[config.mk]
export PLATFORM = sky130hd
export DESIGN_NAME = axi4_lite_regfile
export DESIGN_NICKNAME = d
export VERILOG_FILES = /design/src/rtl/axi4_lite_pkg.sv /design/src/rtl/axi4_lite_reg_bank.sv /design/src/rtl/axi4_lite_regfile.sv
export SDC_FILE = /design/constraint.sdc
export NUM_CORES = 1
export LEC_CHECK = 0
export ABC_AREA = 1
export BUFFER_PORTS_ARGS = -buffer_cell sky130_fd_sc_hd__clkbuf_2
export CORE_MARGIN = 8
export CORE_UTILIZATION = 25
export DETAILED_ROUTE_END_ITERATION = 12
export PLACE_DENSITY_LB_ADDON = 0.05
export SLEW_MARGIN = 20
export SYNTH_ARGS = -nofsm -noshare
export SYNTH_HDL_FRONTEND = slang
export SYNTH_HIERARCHICAL = 1
export SYNTH_SLANG_ARGS = --single-unit
[constraint.sdc]
create_clock -name clk_i -period 4.5 [get_ports clk_i]
set_input_delay 0.45 -clock clk_i [delete_from_list [all_inputs] [get_ports clk_i]]
set_output_delay 0.45 -clock clk_i [all_outputs]
set_load 0.01 [all_outputs]
[src/rtl/axi4_lite_pkg.sv]
// Types shared by the AXI4-Lite write stage and register file: response codes,
// read FSM state encoding and an index-width helper.
package axi4_lite_pkg;

  typedef enum logic [1:0] {
    RESP_OKAY   = 2'b00,
    RESP_EXOKAY = 2'b01,
    RESP_SLVERR = 2'b10,
    RESP_DECERR = 2'b11
  } resp_e;

  // One-hot read FSM states.
  typedef logic [2:0] rd_state_t;
  localparam rd_state_t ST_IDLE = 3'b001;
  localparam rd_state_t ST_READ = 3'b010;
  localparam rd_state_t ST_RESP = 3'b100;

  function automatic int unsigned idx_width(input int unsigned depth);
    return (depth > 1) ? $clog2(depth) : 1;
  endfunction

endpackage

[src/rtl/axi4_lite_reg_bank.sv]
// DEPTH x DATA_SIZE register storage with a byte-enable write port,
// a combinational read port and a flat image of all registers.
module axi4_lite_reg_bank
  import axi4_lite_pkg::*;
#(
  parameter  int unsigned DEPTH     = 4,
  parameter  int unsigned DATA_SIZE = 32,
  localparam int unsigned BYTES     = DATA_SIZE / 8,
  localparam int unsigned IDX_W     = idx_width(DEPTH)
) (
  input  logic                       clk_i,
  input  logic                       rst_clk_i,
  input  logic [DATA_SIZE-1:0]       wr_data_i,
  input  logic [IDX_W-1:0]           wr_idx_i,
  input  logic [BYTES-1:0]           wr_en_i,
  input  logic [IDX_W-1:0]           rd_idx_i,
  output logic [DATA_SIZE-1:0]       rd_data_o,
  output logic [DEPTH*DATA_SIZE-1:0] image_o
);

  logic [DATA_SIZE-1:0] mem_q [DEPTH];
  logic [DATA_SIZE-1:0] mem_d [DEPTH];

  // Out-of-range indices leave every register untouched.
  always_comb begin
    mem_d = mem_q;
    if (32'(wr_idx_i) < DEPTH) begin
      for (int b = 0; b < int'(BYTES); b++) begin
        if (wr_en_i[b]) begin
          mem_d[wr_idx_i][8*b +: 8] = wr_data_i[8*b +: 8];
        end
      end
    end
  end

  always_ff @(posedge clk_i or posedge rst_clk_i) begin
    if (rst_clk_i) begin
      for (int k = 0; k < int'(DEPTH); k++) begin
        mem_q[k] <= '0;
      end
    end else begin
      mem_q <= mem_d;
    end
  end

  assign rd_data_o = (32'(rd_idx_i) < DEPTH) ? mem_q[rd_idx_i] : '0;

  for (genvar k = 0; k < int'(DEPTH); k++) begin : g_image
    assign image_o[k*DATA_SIZE +: DATA_SIZE] = mem_q[k];
  end

endmodule

[src/rtl/axi4_lite_regfile.sv]
// AXI4-Lite register file: commits write-stage commands into the register bank and
// serves AR/R reads through a three-state read FSM (one read outstanding at most).
module axi4_lite_regfile
  import axi4_lite_pkg::*;
#(
  parameter  int unsigned DEPTH     = 4,
  parameter  int unsigned DATA_SIZE = 32,
  localparam int unsigned BYTES     = DATA_SIZE / 8,
  localparam int unsigned IDX_W     = idx_width(DEPTH),
  localparam int unsigned OFF_W     = $clog2(BYTES),
  localparam int unsigned ADDR_W    = IDX_W + OFF_W
) (
  input  logic                       clk_i,
  input  logic                       rst_clk_i,
  input  logic [DATA_SIZE-1:0]       register_data_i,
  input  logic [IDX_W-1:0]           register_address_i,
  input  logic [BYTES-1:0]           enable_register_data_i,
  input  logic [ADDR_W-1:0]          read_address_i,
  input  logic                       read_address_valid_i,
  output logic                       read_address_ready_o,
  output logic [DATA_SIZE-1:0]       read_data_o,
  output logic [1:0]                 read_response_o,
  output logic                       read_data_valid_o,
  input  logic                       read_data_ready_i,
  output logic [DEPTH*DATA_SIZE-1:0] registers_o
);

  rd_state_t            state_q, state_d;
  logic [IDX_W-1:0]     idx_q, idx_d;
  logic [DATA_SIZE-1:0] rdata_q, rdata_d;
  resp_e                resp_q, resp_d;
  logic [DATA_SIZE-1:0] bank_rdata;

  axi4_lite_reg_bank #(
    .DEPTH     (DEPTH),
    .DATA_SIZE (DATA_SIZE)
  ) u_bank (
    .clk_i     (clk_i),
    .rst_clk_i (rst_clk_i),
    .wr_data_i (register_data_i),
    .wr_idx_i  (register_address_i),
    .wr_en_i   (enable_register_data_i),
    .rd_idx_i  (idx_q),
    .rd_data_o (bank_rdata),
    .image_o   (registers_o)
  );

  always_ff @(posedge clk_i or posedge rst_clk_i) begin
    if (rst_clk_i) begin
      state_q <= ST_IDLE;
      idx_q   <= '0;
      rdata_q <= '0;
      resp_q  <= RESP_OKAY;
    end else begin
      state_q <= state_d;
      idx_q   <= idx_d;
      rdata_q <= rdata_d;
      resp_q  <= resp_d;
    end
  end

  // The READ cycle samples the bank before any same-edge write lands (no bypass).
  always_comb begin
    state_d = state_q;
    idx_d   = idx_q;
    rdata_d = rdata_q;
    resp_d  = resp_q;
    case (state_q)
      ST_IDLE: begin
        if (read_address_valid_i) begin
          idx_d   = read_address_i[ADDR_W-1:OFF_W];
          state_d = ST_READ;
        end
      end
      ST_READ: begin
        if (32'(idx_q) < DEPTH) begin
          rdata_d = bank_rdata;
          resp_d  = RESP_OKAY;
        end else begin
          rdata_d = '0;
          resp_d  = RESP_DECERR;
        end
        state_d = ST_RESP;
      end
      ST_RESP: begin
        if (read_data_ready_i) begin
          state_d = ST_IDLE;
        end
      end
      default: state_d = ST_IDLE;
    endcase
  end

  assign read_address_ready_o = (state_q == ST_IDLE) && !rst_clk_i;
  assign read_data_valid_o    = (state_q == ST_RESP);
  assign read_data_o          = rdata_q;
  assign read_response_o      = resp_q;

  // Read addresses must be word aligned; a write command is a single-cycle pulse.
  assert property (@(posedge clk_i) disable iff (rst_clk_i)
    read_address_valid_i |-> (read_address_i[OFF_W-1:0] == '0))
    else $error("axi4_lite_regfile: unaligned read address %0h", read_address_i);

  assert property (@(posedge clk_i) disable iff (rst_clk_i)
    (enable_register_data_i != '0) |=>
      !((enable_register_data_i != '0) && (register_address_i == $past(register_address_i))))
    else $warning("axi4_lite_regfile: write enable held for more than one cycle");

endmodule

# == Word level (Yosys, flattened, before mapping) ==
# Index checks and enable logic that the tools add are counted.
# totals
n_memories,0
romBits,0
reg_bits,165
elab_cells,44
latch_bits,0
input_bits,46
mem_bits_rw,0
output_inout_bits,164
# op_classes
n_eq_ne,5
reduce_logical,5
div,0
order_cmp,3
n_shift,0
muxes,22
addsub,0
bitwise,2
mul,0
# op_table
operator,count
$bwmux W128,4
$mux W128,4
$demux W32 S2,4
$mux W32,3
$bmux W32 S2,1
$mux W24,1
$mux W16,1
$pmux W3 S3,1
$mux W8,1
$ge A3 B3 Y1 const B,2
$mux W3,2
$not A2 Y3,2
$reduce_and A2 Y1,2
$eq A3 B1 Y1 const B,1
$eq A3 B2 Y1 const B,1
$eq A3 B3 Y1 const B,1
$lt A3 B1 Y1 const B,1
$logic_and A1 B1 Y1,2
$ne A2 B1 Y1 const B,1
$ne A2 B2 Y1 const B,1
$logic_not A1 Y1,1

# == Longest topological paths before layout ==
# depth
depth_word,13
depth_mapped,7
mapped_depth_nobuf,6

# == Cells and area by module ==
# Netlist, hierarchy kept.
# modules_own_cells
module,area_each_um2,cells_per_inst,instances,seq_area_each_um2
axi4_lite_reg_bank,6671.4,939,1,3203.1
axi4_lite_regfile,1609.0,167,1,927.1

# == Least setup slack after synthesis ==
# Ideal clock, no wire load.
# synth_timing
path_kind,flip-flop to flip-flop
startpoint,reg idx_q[1]
endpoint,"reg rdata_q[0], in the netlist read_data_o[0]"
setup_slack_ps,3235
path_buffers,2
stages_incl_launch_ff,8
t_arrival_ps,1183
setup_ps,83
period_less_slack_ps,1265
cell_sequence,dfrtp_1 -> clkbuf_1 -> inv_1 -> clkbuf_1 -> nand3_1 -> nand2_1 -> inv_1 -> o21ai_0
# synth_between
elab_chain_cells,4
# synth_rtl
element,line_no,text
start: declaration,axi4_lite_regfile.sv:29,"logic [IDX_W-1:0] idx_q, idx_d;"
start signal: assignment,axi4_lite_regfile.sv:56,idx_q <= idx_d;
$not A2 Y3 (implied by the code),axi4_lite_reg_bank.sv:46,assign rd_data_o = (32'(rd_idx_i) < DEPTH) ? mem_q[rd_idx_i] : '0;
$bmux W32 S2,axi4_lite_reg_bank.sv:46,
$mux W32 (implied by the code) (2 in series),axi4_lite_reg_bank.sv:46,
net bank_rdata[0],axi4_lite_regfile.sv:32,logic [DATA_SIZE-1:0] bank_rdata;
end signal: assignment,axi4_lite_regfile.sv:57,rdata_q <= rdata_d;
end: declaration,axi4_lite_regfile.sv:30,"logic [DATA_SIZE-1:0] rdata_q, rdata_d;"
# The timed path passes the listed nets, and every way through them passes these cells. The select of a mux whose other input is x is not followed.
# A chain may end at the register's enable or synchronous reset.

# == Worst setup path after layout ==
# layout_timing
startpoint,reg idx_q[0]
endpoint,"reg rdata_q[31], in the netlist read_data_o[31]"
# The elaborated chain is that of the path after synthesis.

==> impl_metrics.json <==
{
  "post_cts_resized": 0,
  "clockBufferDepth": 2,
  "fin_area_um2": 10200,
  "cts_hold_buf": 0,
  "synth_xor_area_frac": 0,
  "route.detailed.drc": 0,
  "grt_max_degree": 67,
  "synth-compound-area-share": 0.0477,
  "hold_viol_final": 0,
  "syn_area_um2": 8280,
  "die_h_um": 198,
  "clk_pin_slew_worst_paths_ps": 70,
  "core_area_um2": 32600,
  "first_global_vias": 7513,
  "port_buffers": 205,
  "fin_crit_sh": 0.481,
  "synth-seq-area-share": 0.499,
  "drv_slew": 0,
  "fin_skew_ps": 6.10,
  "synth-seq-cells": 165,
  "ir_drop_v": 0.000255,
  "n_fill_cell": 3609,
  "ant_nets": 0,
  "syn2layout_area_growth_pct": 22.9,
  "crit_arrival_ps": 2500,
  "yosysWarningCount": 6,
  "nets": 1324,
  "dr_total_vias": 7498,
  "status": "finished, final reports clean",
  "max-slew-margin-rel": 0.358,
  "clockPowerShare": 0.265,
  "drive_gt1_frac": 0.215,
  "multi_input_area_um2": 3040,
  "rows": 66,
  "clock.fmax_mhz": 462,
  "place_area_um2": 9590,
  "insertion_delay_ps": 440,
  "synthMuxAreaShare": 0,
  "grt-ovfl-total": 0,
  "dr.first_iter.drc_count": 449,
  "min_period_ps": 2170,
  "p_leak_nw": 5.86,
  "grt_pass1_wl_um": 49500,
  "synth.area.top_cells": "dfrtp_1 50%, nand2_1 19%, inv_1 9.0%",
  "die_x_um": 198,
  "post-cts-setup-buffers": 0,
  "tns_ps": 0,
  "worstMarginPinSlew_ps": 962,
  "initial_core_util": 0.254,
  "synth_simple_gate_area_frac": 0.318,
  "synth_top_family_by_area": "simple AND/OR/NAND/NOR gates",
  "critical_path.endpoint_type": "flip-flop",
  "wl_um": 31900,
  "synth_cell_types": 21,
  "synthAdderAreaFrac": 0,
  "rsz0062_at_grt": "no",
  "p_per_area_nw_per_um2": 557,
  "worst_setup_path_start_kind": "flip-flop",
  "cts_made_buffers": 17,
  "synth_area_per_cell_um2": 7.49,
  "io_pins": 210,
  "setup_violations": 0,
  "antenna_found_initial": 1,
  "netlist_instances": 1106,
  "post_drt_wl_per_cell_um": 18.4,
  "yosys.area.top_type": "dfrtp_1",
  "cts_tree": "yes",
  "h-tree-depth": 4,
  "place_hpwl_um": 20900,
  "die_area_um2": 39200,
  "internal_power_mw": 3.34,
  "r2r_slack_ps": 2330,
  "finalWeightedCongestion": 0.739,
  "combPwrFrac": 0.360,
  "p_sw_mw": 2.33,
  "seqCellArea_um2": 4130,
  "layout_common_cells": "423 x nand2_1, 205 x clkbuf_2, 195 x inv_1",
  "layout_commonest_cell": "nand2_1",
  "switching_share": 0.410,
  "first_pass_iters": 5,
  "grt_use_total": 0.167,
  "root_buffer": "clkbuf_16",
  "path_max_fanout": 48,
  "maxCapViolations": 0,
  "power_frac_seq": 0.375,
  "criticalPathCategory": "reg2reg",
  "clkSinkCount": 165,
  "yosys.area.top_type_share": 0.496,
  "required_ps": 4830,
  "hold_path_class": "in2async",
  "via_per_inst": 4.32
}
==> cell type report <==
type / count / share of cell area
diodes: 1 / 0.000246
clock buffers: 24 / 0.0473
clock inverters: 8 / 0.00971
inverters: 203 / 0.0755
multi-input cells: 677 / 0.299
flip-flops and latches: 165 / 0.406
well taps: 442 / 0.0544
repair buffers: 214 / 0.107
==> synthesized netlist by cell type (all sizes together) <==
| cell type | instances |
|---|---|
| nor2 | 4 |
| nand4 | 66 |
| nand3b | 1 |
| nand2 | 426 |
| buf | 37 |
| dfstp | 1 |
| nand3 | 113 |
| o21ai | 64 |
| clkbuf | 25 |
| dfrtp | 164 |
| inv | 203 |
| conb | 1 |
| nor3 | 1 |
==> worst paths after layout <==
kind,startpoint,to,cells past startpoint
min reg2reg,read_data_o[19],read_data_o[19],2
min in group clk_i,read_address_i[3],idx_q[1],3
min,rst_clk_i,u_bank/image_o[110],2
max reg2reg,idx_q[0],read_data_o[31],7
max,idx_q[0],read_data_o[31],7
max in group asynchronous,rst_clk_i,u_bank/image_o[26],3
==> per-stage QoR <==
stage | setup WS, ps | util | hold slack [ps] | power (mW) | instances
after floorplan | 637 | - | 440 | 3.38 | 1107
after global placement | 1990 | 0.294 | 467 | 4.25 | 1701
after detailed placement | 1990 | 0.294 | 469 | 4.26 | 1701
after CTS | 2290 | 0.312 | 134 | 5.80 | 1733
after global routing | 2100 | 0.312 | 148 | 6.13 | 1734
final | 2330 | 0.312 | 129 | 5.67 | 1734
==> layer usage <==
metal | GRT usage | vias to the layer above | part of all wire
li1 | - | 3760 | -
met1 | 0.227 | 3560 | 0.48
met2 | 0.263 | 158 | 0.46
met3 | 0.0360 | 20 | 0.049
met4 | 0.0465 | 0 | 0.012
met5 | 0 | - | 0
==> power groups by stage <==
stage / clock (mW) / sequential (mW) / combinational, mW
floorplan: 0 / 2.17 / 1.21
global placement: 0 / 2.16 / 2.10
detailed placement: 0 / 2.16 / 2.10
CTS: 1.56 / 2.13 / 2.11
global route: 1.60 / 2.18 / 2.35
finish: 1.50 / 2.12 / 2.04
==> state kept, by name (all words and copies together), names as in the netlist <==
register	count
state_q	3
read_data_o	32
idx_q	2
u_bank/image_o	128
==> critical path, cell delays in order, from the launching register on <==
cell and delay [ps]:
dfrtp_2 360, clkinv_2 680, buf_4 520, nand2_1 80, nand3_1 100, nand2_1 140
inv_1 40, o21ai_0 140
==> cells by family (layout without fill, tap and decap cells) <==
family | count (synthesis) | in the layout
simple gates | 611 | 611
buf+inv | 265 | 449
flops | 165 | 165
compound gates | 64 | 64
other cells | 1 | 3
Note: power is estimated with default switching activity, not from simulation.
